### src/rtl/dual_issue_queue_pkg.sv
// Shared types for the dual-issue instruction queue: decoded packet layout,
// pairing split reasons and the hard-wired zero register.
package dual_issue_queue_pkg;

  localparam logic [4:0] REG_ZERO = 5'd0;

  typedef struct packed {
    logic [31:0] pc;
    logic [31:0] instr;
    logic [4:0]  rs;
    logic [4:0]  rt;
    logic [4:0]  wreg;
    logic        regwrite;
    logic        lw;
    logic        sw;
    logic        branch;
  } pkt_t;

  typedef enum logic [1:0] {
    SPLIT_NONE = 2'd0,
    SPLIT_RAW  = 2'd1,
    SPLIT_MEM  = 2'd2,
    SPLIT_CTRL = 2'd3
  } split_e;

endpackage

### src/rtl/dual_issue_queue_if.sv
// Fetch-side enqueue and decode-side issue bundle of the dual-issue queue.
interface dual_issue_queue_if;
  import dual_issue_queue_pkg::*;

  // Enqueue transfers at posedge when enq_valid[0] & enq_ready (lane1 only with lane0);
  // issue has no ready: the consumer holds it back with the top-level stall input.
  logic [1:0]       enq_valid;
  pkt_t [1:0]       enq_pkt;
  logic             enq_ready;
  logic [1:0]       issue_valid;
  pkt_t [1:0]       issue_pkt;
  split_e           split_reason;

  modport master (
    output enq_valid, enq_pkt,
    input  enq_ready, issue_valid, issue_pkt, split_reason
  );

  modport slave (
    input  enq_valid, enq_pkt,
    output enq_ready, issue_valid, issue_pkt, split_reason
  );

endinterface

### src/rtl/dual_issue_queue_pair_check.sv
// Combinational pairing rules for an older (a) / younger (b) instruction pair.
module dual_issue_queue_pair_check
  import dual_issue_queue_pkg::*;
(
  input  pkt_t   a,
  input  pkt_t   b,
  output logic   pair_ok,
  output split_e reason
);

  logic raw;
  logic waw;
  logic mem_conflict;
  logic ctrl;
  logic unused_fields;

  assign raw          = a.regwrite && (a.wreg != REG_ZERO) &&
                        ((a.wreg == b.rs) || (a.wreg == b.rt));
  assign waw          = a.regwrite && b.regwrite && (a.wreg == b.wreg) && (a.wreg != REG_ZERO);
  assign mem_conflict = (a.lw || a.sw) && (b.lw || b.sw);
  // A branch must occupy slot A so that its delay slot can follow it.
  assign ctrl         = b.branch;

  assign unused_fields = ^{a.pc, a.instr, a.rs, a.rt, a.branch, b.pc, b.instr};

  always_comb begin
    reason = SPLIT_NONE;
    if (raw || waw)        reason = SPLIT_RAW;
    else if (mem_conflict) reason = SPLIT_MEM;
    else if (ctrl)         reason = SPLIT_CTRL;
  end

  assign pair_ok = (reason == SPLIT_NONE);

endmodule

### src/rtl/dual_issue_queue.sv
// Decoded-instruction queue feeding two in-order issue slots, with saturating
// single/dual-issue performance counters.
module dual_issue_queue
  import dual_issue_queue_pkg::*;
#(
  parameter int DEPTH       = 8,
  parameter int ISSUE_WIDTH = 2,
  parameter int CNT_W       = 32
) (
  input  logic                   clk,
  input  logic                   reset,
  input  logic                   flush,
  input  logic                   stall,
  dual_issue_queue_if.slave      q,
  output logic [$clog2(DEPTH):0] count,
  output logic [CNT_W-1:0]       single_cnt,
  output logic [CNT_W-1:0]       dual_cnt
);

  localparam int         PW        = $clog2(DEPTH);
  localparam logic [PW:0] ONE       = (PW+1)'(1);
  localparam logic [PW:0] TWO       = (PW+1)'(2);
  localparam logic [PW:0] READY_MAX = (PW+1)'(DEPTH - 2);

  pkt_t          mem [DEPTH];
  logic [PW-1:0] head;
  logic [PW-1:0] tail;
  logic [PW-1:0] head_nx;
  logic          enq_fire;
  logic [PW:0]   enq_n;
  logic [PW:0]   deq_n;
  logic          can_issue;
  logic          has_pair;
  logic          iv_a;
  logic          iv_b;
  logic          pair_ok;
  split_e        reason;

  assign head_nx = head + PW'(1);

  // Ready looks only at the registered count so it never depends on this cycle's issue.
  assign q.enq_ready = !reset && (count <= READY_MAX);
  assign enq_fire    = q.enq_ready && q.enq_valid[0] && !flush;
  assign enq_n       = !enq_fire ? '0 : (q.enq_valid[1] ? TWO : ONE);

  assign can_issue = (count != '0) && !stall && !flush;
  assign has_pair  = can_issue && (count >= TWO);
  assign iv_a      = can_issue;
  assign iv_b      = has_pair && (ISSUE_WIDTH == 2) && pair_ok;
  assign deq_n     = {PW'(0), iv_a} + {PW'(0), iv_b};

  assign q.issue_valid  = {iv_b, iv_a};
  assign q.split_reason = has_pair ? reason : SPLIT_NONE;
  assign q.issue_pkt    = {(count >= TWO)  ? mem[head_nx] : '0,
                           (count != '0)   ? mem[head]    : '0};

  dual_issue_queue_pair_check u_pair (
    .a       (mem[head]),
    .b       (mem[head_nx]),
    .pair_ok (pair_ok),
    .reason  (reason)
  );

  always_ff @(posedge clk) begin
    if (enq_fire) begin
      mem[tail] <= q.enq_pkt[0];
      if (q.enq_valid[1]) mem[tail + PW'(1)] <= q.enq_pkt[1];
    end
  end

  always_ff @(posedge clk or posedge reset) begin
    if (reset) begin
      head       <= '0;
      tail       <= '0;
      count      <= '0;
      single_cnt <= '0;
      dual_cnt   <= '0;
    end else begin
      if (flush) begin
        head  <= tail;
        count <= '0;
      end else begin
        head  <= head + deq_n[PW-1:0];
        tail  <= tail + enq_n[PW-1:0];
        count <= count + enq_n - deq_n;
      end
      if (iv_b) begin
        if (dual_cnt != '1) dual_cnt <= dual_cnt + CNT_W'(1);
      end else if (iv_a) begin
        if (single_cnt != '1) single_cnt <= single_cnt + CNT_W'(1);
      end
    end
  end

  lane1_needs_lane0: assert property (@(posedge clk) disable iff (reset) q.enq_valid != 2'b10);

endmodule

### src/flat_wrapper.sv
// flat-port wrapper written by rule: the top's interface ports become plain ports
module dual_issue_queue_flat import dual_issue_queue_pkg::*;
#(
  parameter int DEPTH       = 8,
  parameter int ISSUE_WIDTH = 2,
  parameter int CNT_W       = 32
)
  (clk, reset, flush, stall, count, single_cnt, dual_cnt, q_enq_valid, q_enq_pkt, q_enq_ready, q_issue_valid, q_issue_pkt, q_split_reason);
  dual_issue_queue_if q_i ();
  input  logic clk;
  input  logic reset;
  input  logic flush;
  input  logic stall;
  output logic [$clog2(DEPTH):0] count;
  output logic [CNT_W-1:0] single_cnt;
  output logic [CNT_W-1:0] dual_cnt;
  input wire logic [$bits(q_i.enq_valid)-1:0] q_enq_valid;
  input wire logic [$bits(q_i.enq_pkt)-1:0] q_enq_pkt;
  output wire logic [$bits(q_i.enq_ready)-1:0] q_enq_ready;
  output wire logic [$bits(q_i.issue_valid)-1:0] q_issue_valid;
  output wire logic [$bits(q_i.issue_pkt)-1:0] q_issue_pkt;
  output wire logic [$bits(q_i.split_reason)-1:0] q_split_reason;
  assign q_i.enq_valid = q_enq_valid;
  assign q_i.enq_pkt = q_enq_pkt;
  assign q_enq_ready = q_i.enq_ready;
  assign q_issue_valid = q_i.issue_valid;
  assign q_issue_pkt = q_i.issue_pkt;
  assign q_split_reason = q_i.split_reason;
  dual_issue_queue #(.DEPTH(DEPTH), .ISSUE_WIDTH(ISSUE_WIDTH), .CNT_W(CNT_W)) u_core (.clk(clk), .reset(reset), .flush(flush), .stall(stall), .q(q_i), .count(count), .single_cnt(single_cnt), .dual_cnt(dual_cnt));
endmodule
### config.mk
export PLATFORM = sky130hd
export DESIGN_NAME = dual_issue_queue_flat
export DESIGN_NICKNAME = d
export VERILOG_FILES = /design/src/rtl/dual_issue_queue_pkg.sv /design/src/rtl/dual_issue_queue_if.sv /design/src/rtl/dual_issue_queue_pair_check.sv /design/src/rtl/dual_issue_queue.sv /design/src/flat_wrapper.sv
export SDC_FILE = /design/constraint.sdc
export NUM_CORES = 2
export LEC_CHECK = 0
export CAP_MARGIN = 40
export CORE_AREA = 3 3 420 297
export CTS_BUF_LIST = sky130_fd_sc_hd__clkbuf_16
export CTS_CLUSTER_SIZE = 30
export DETAILED_ROUTE_END_ITERATION = 10
export DIE_AREA = 0 0 423 300
export MAX_ROUTING_LAYER = met4
export PLACE_DENSITY = 0.6
export SKIP_CTS_REPAIR_TIMING = 1
export SYNTH_ARGS = -nofsm -noshare
export SYNTH_HDL_FRONTEND = slang
export SYNTH_SLANG_ARGS = --single-unit
### constraint.sdc
create_clock -name clk -period 19 [get_ports clk]
set_input_delay 3.8 -clock clk [delete_from_list [all_inputs] [get_ports clk]]
set_output_delay 3.8 -clock clk [all_outputs]
set_load 0.02 [all_outputs]
[Word level (Yosys, flattened, before mapping)]
Memory sizes are Yosys's and may differ from the RTL's.
Cells that the tools add are included.
Storage, ports and cells
  RAM bits: 664
  register bits after elaboration: 74
  output and inout port bits: 239
  word-level logic and storage cells: 63
  memories: 1
Cells by class
  order comparisons: 2
  equal/unequal tests: 5
  bitwise gates (word level): 1
  reductions and logical operators: 25
  muxes and demuxes: 15
  $add $sub $neg: 9
Memories
  u_core.mem: words 8, bits a word 83, read ports 2, clocked after Yosys merged registers in 0, write ports 2, RTL line dual_issue_queue.sv:25  | pkt_t mem [DEPTH];
Operators by type and width (count)
  83-bit two-way mux: 2
  32-bit by 1-bit adder with 32-bit output, second input constant: 2
  32-bit inequality test, second input constant: 2
  5-bit == test: 3
  1-bit logical AND: 13
  2-bit two-way mux: 5
  4-bit two-way mux: 2
  3-bit by 1-bit adder with 3-bit output, second input constant: 2
  3-bit adder: 2
  1-bit two-way mux: 5
  5-bit nonzero test: 1
  4-bit adder: 1
  4-bit by 2-bit >= comparator with 1-bit output, second input constant: 1
  4-bit by 3-bit <= comparator with 1-bit output, second input constant: 1
  1-bit logical OR: 4
  4-bit nonzero test: 1
  4-bit subtractor: 1
  1-bit logical NOT: 3
  3-bit two-way mux: 1
  3-bit AND reduction: 1
  1-bit by 1-bit adder with 2-bit output: 1
  2-bit logical NOT: 1
  2-bit AND reduction: 1
  1-bit NOT: 1

[Depth between registers and ports, before layout]
An unclocked memory read counts as a cell.
  word-level depth: 12
  depth in mapped cells: 20
  gate-level depth less buffers: 17

[By module]
From an unflattened synthesis, not the netlist that was laid out.
Second synthesis, totals
  cells, all modules: 2607
  area, all modules: 43437.9 µm²
Modules (own cells, without submodules)
  dual_issue_queue: times used 1, cells each 2577, sequential area each 21790.9 µm², area an instance 43226.5 µm²
  dual_issue_queue_pair_check: times used 1, cells each 30, sequential area each 0.0 µm², area an instance 211.5 µm²

[Worst setup path after synthesis]
Ideal clock, no wire load.
  kind: input-to-reg
  from: input port reset
  to: memory u_core.mem[0][0] (netlist bit), enable pin
  data arrival time: 12300 ps
  slack: 6053 ps
  path buffers: 0
  data required time: 18353 ps
  stages on the path: 5
  cell sequence: inv_1 > nand3_1 > nor3b_1 > nand2b_1 > o31ai_1
RTL lines
  start: declaration: RTL line flat_wrapper.sv:11  | input logic reset;
  end: declaration: RTL line dual_issue_queue.sv:25

[Final worst setup path]
  from: input port flush
  to: output port q_issue_valid[1]
Between the ends
  word-level cells in the longest chain between the ends: 4
Ends and longest elaborated chain
  start: declaration: RTL line flat_wrapper.sv:12  | input logic flush;
  1-bit logical NOT: RTL line dual_issue_queue.sv:46  | assign can_issue = (count != '0) && !stall && !flush;
  1-bit logical AND: RTL line dual_issue_queue.sv:46
  1-bit logical AND: RTL line dual_issue_queue.sv:47  | assign has_pair = can_issue && (count >= TWO);
  1-bit logical AND: RTL line dual_issue_queue.sv:49  | assign iv_b = has_pair && (ISSUE_WIDTH == 2) && pair_ok;
  end: declaration: RTL line flat_wrapper.sv:20  | output wire logic [$bits(q_i.issue_valid)-1:0] q_issue_valid;
No other way between the ends.

==> metrics <==
Final setup viols=0; R2R Setup Slk=around 13 ns; WL/cell=approximately 28 microns; #FFs+latches synth=about 740; gpl congestion=slightly below 0.8; first-pass GRT wire length=199200 microns; io pins=between 400 and 500; Synthesis Warnings=0; slowest cell delay on critical path=between 0.7 and 0.8 ns; GRT Max-Usage Layer=met2; relative slew slack=between 20% and 30%; Final nets=about 3300; critical path's slowest cell=clkdlybuf4s50_1; worst r2r dst=u_core.count[3]; cells along the critical path=clkdlybuf4s50_1 -> or3_1 -> nor2_1 -> nand2_1 -> inv_1 -> clkdlybuf4s50_1; crit path launch type=primary input; RSZ-0062 raised after global routing=false; clk buf depth=3; Synth-to-Final Area Change=21.69%; Core ar.=121300 sq um; Max-cap violations=0; LEAKAGE=between 15 and 20 nW; FF-to-FF path depth=19; Power Density=around 140 nW/um^2; FP Rows=between 100 and 150; Netlist cell types=between 40 and 50; Clock Skews=between 0.02 and 0.03 ns; EDFF count, synth=664; Total Routed Length=135800 microns; mean area per synthesized cell=about 16 sq um; Max IR drop VDD=0.1068 mV; ys flop type=edfxtp_1; Worst Max-Slew Pin Slew=around 1.1 ns; post-route cell area=around 51000 sq um; largest net degree at the start of global routing=between 100 and 150; FILL cells=11131; Via Count=between 20000 and 30000; sequential share of the synthesized area=between 50% and 60%; setup TNS=0 ns; top cell family by delay on the critical path=buffers and inverters; Worst Hold Path Cells=1; Syn Inst Count=between 2000 and 3000; CP Data Required Time=roughly 15 ns; initial antenna violation count=21; crit path kind=primary input to primary output; crit share post-route=53.20%; met2 Usage GRT=~34%; CP arrival=about 6.3 ns; Placed Area=between 40000 and 50000 sq um; clock sink count=around 740; maximum clock rate=around 99 MHz; Pins Over Slew Limit=0; CTS clk-pin slew, worst paths=about 0.060 ns; drt first-iter violations=around 2500; Worst Hold Path EP=u_core.single_cnt[18]; critical path endpoint category=primary output; layout cell share with drive strength beyond 1=approximately two fifths; cell repeated most along the worst path=clkdlybuf4s50_1; routing usage on met3=approximately 4.3%; fin crit period=roughly 10 ns; HP Class=register to register; die width=approximately 420 microns; M1 GR Usage=between 20% and 30%; hold wc startpoint=u_core.single_cnt[18]; H-tree Lvls=3; Async SR Flop Fraction=10.03%; worst flop-to-flop path startpoint=u_core.head[0]; Initial DRT Pass Iterations=5; Vias/cell=approximately 5.6; HPWL Detailed=~80000 microns; Die Ht=~300 microns; Syn Std Cell Area=roughly 42000 sq um; remaining global-route overflow=0; Root Driver=clkbuf_16; CTS tree=built; status=finished clean; Initial Util=approximately a third; CP Buf/Inv Count=3; Die Area=126900 sq um; Worst Path Max Fanout=15; Routed Antenna Nets=0; total global-route track usage=21.85%; cts bufs inserted=slightly above 80; Hold Violations, Final=0; most frequent cells in the layout=mux2_2, edfxtp_1, clkdlybuf4s50_1; vias in the first global route=~28000; syn_nets=~2900; most common cell after layout, fill and taps aside=mux2_2; Clk Latency, worst-skew pair=~0.68 ns; DRC Markers=0; I/O Buffers=about 400
cell usage after synthesis, types with 17 or more instances:
| master | count | area share [%] |
|---|---|---|
| nor3_1 | 27 | 0.32 |
| edfxtp_1 | 664 | 47 |
| xnor2_1 | 32 | 0.66 |
| mux4_2 | 317 | 17 |
| and3_1 | 17 | 0.25 |
| clkbuf_1 | 137 | 1.2 |
| a21oi_1 | 66 | 0.78 |
| mux2i_1 | 140 | 3.3 |
| xor2_1 | 52 | 1.1 |
| mux2_2 | 669 | 18 |
| inv_1 | 27 | 0.24 |
| buf_1 | 35 | 0.31 |
| dfrtp_1 | 74 | 4.4 |
| nor2_1 | 126 | 1.1 |
| nand3_1 | 21 | 0.25 |
| buf_2 | 29 | 0.34 |
| nand2_1 | 165 | 1.5 |
| nand4_1 | 19 | 0.28 |
sequential cells by signal, indices dropped and copies added (netlist names):
register	flops
u_core.count	4
u_core.dual_cnt	32
u_core.head	3
u_core.mem	664
u_core.single_cnt	32
u_core.tail	3
metrics by stage:
stage	setup WS (ns)	hold WS, ns	std cells	power (mW)	utilization [%]
6_report	8.893	0.4945	4792	7.404	42.38
3_3_place_gp	8.866	0.4744	4604	5.796	39.72
3_5_place_dp	8.886	0.4833	4626	5.871	40.15
5_1_grt	8.745	0.5154	4790	7.770	42.38
2_1_floorplan	6.053	0.5586	2713	4.306	-
4_1_cts	8.868	0.4985	4772	7.514	42.34
logic make-up after synthesis:
group           count (synthesis)  synth area share (%)
compound gates                 85                 1.093
xor+xnor                       85                 1.807
fa+ha+maj                      17                0.5747
buf+inv                       235                 2.239
flops                         738                 51.59
mux                          1126                 38.05
simple gates                  427                 4.644
worst reg2reg max path, stage by stage (launching register included):
cell and delay, ns:
dfrtp_4 0.92, ha_4 0.59, buf_4 0.41, buf_16 0.31, mux2i_1 0.17, mux4_2 0.52, xnor2_1 0.16, nand4_1 0.13
o22ai_1 0.43, o21ai_1 0.35, nand2_1 0.25, inv_1 0.11, ha_1 0.28, fa_1 0.52, inv_1 0.06, ha_1 0.27
a21o_1 0.17, a21oi_1 0.22, xnor2_1 0.15, nor2_1 0.05
report_power, final:
group / internal (mW) / total (mW) / switching, mW
registers: 1.87 / 1.97 / 0.103
clock network: 0.904 / 1.61 / 0.710
logic: 1.73 / 3.82 / 2.08
worst max-delay path by stage:
stage	from	end	slack, ns	cells after the start
2_1_floorplan	reset	u_core.mem[0][0]	6.05	5
3_3_place_gp	flush	q_issue_valid[1]	8.87	6
3_5_place_dp	flush	q_issue_valid[1]	8.89	6
4_1_cts	flush	q_issue_valid[1]	8.87	6
5_1_grt	flush	q_issue_valid[1]	8.75	6
6_report	flush	q_issue_valid[1]	8.89	6
metal layers:
| layer | vias up | wire (microns) |
|---|---|---|
| li1 | 11541 | - |
| met2 | 931 | 64520 |
| met1 | 14291 | 59680 |
| met5 | - | 0 |
| met3 | 182 | 8983 |
| met4 | 0 | 2635 |
cell type report:
type	count	area, sq um	area share, %
clock inverter	62	551.8	1.073
tap	1635	2046	3.980
multi-input combinational	1740	19670	38.27
inverter	27	101.3	0.1972
antenna	20	50.05	0.09736
sequential	738	21800	42.41
clock buffer	84	2102	4.089
timing repair buffer	486	5079	9.880
Power figures use the tool's default switching activity.
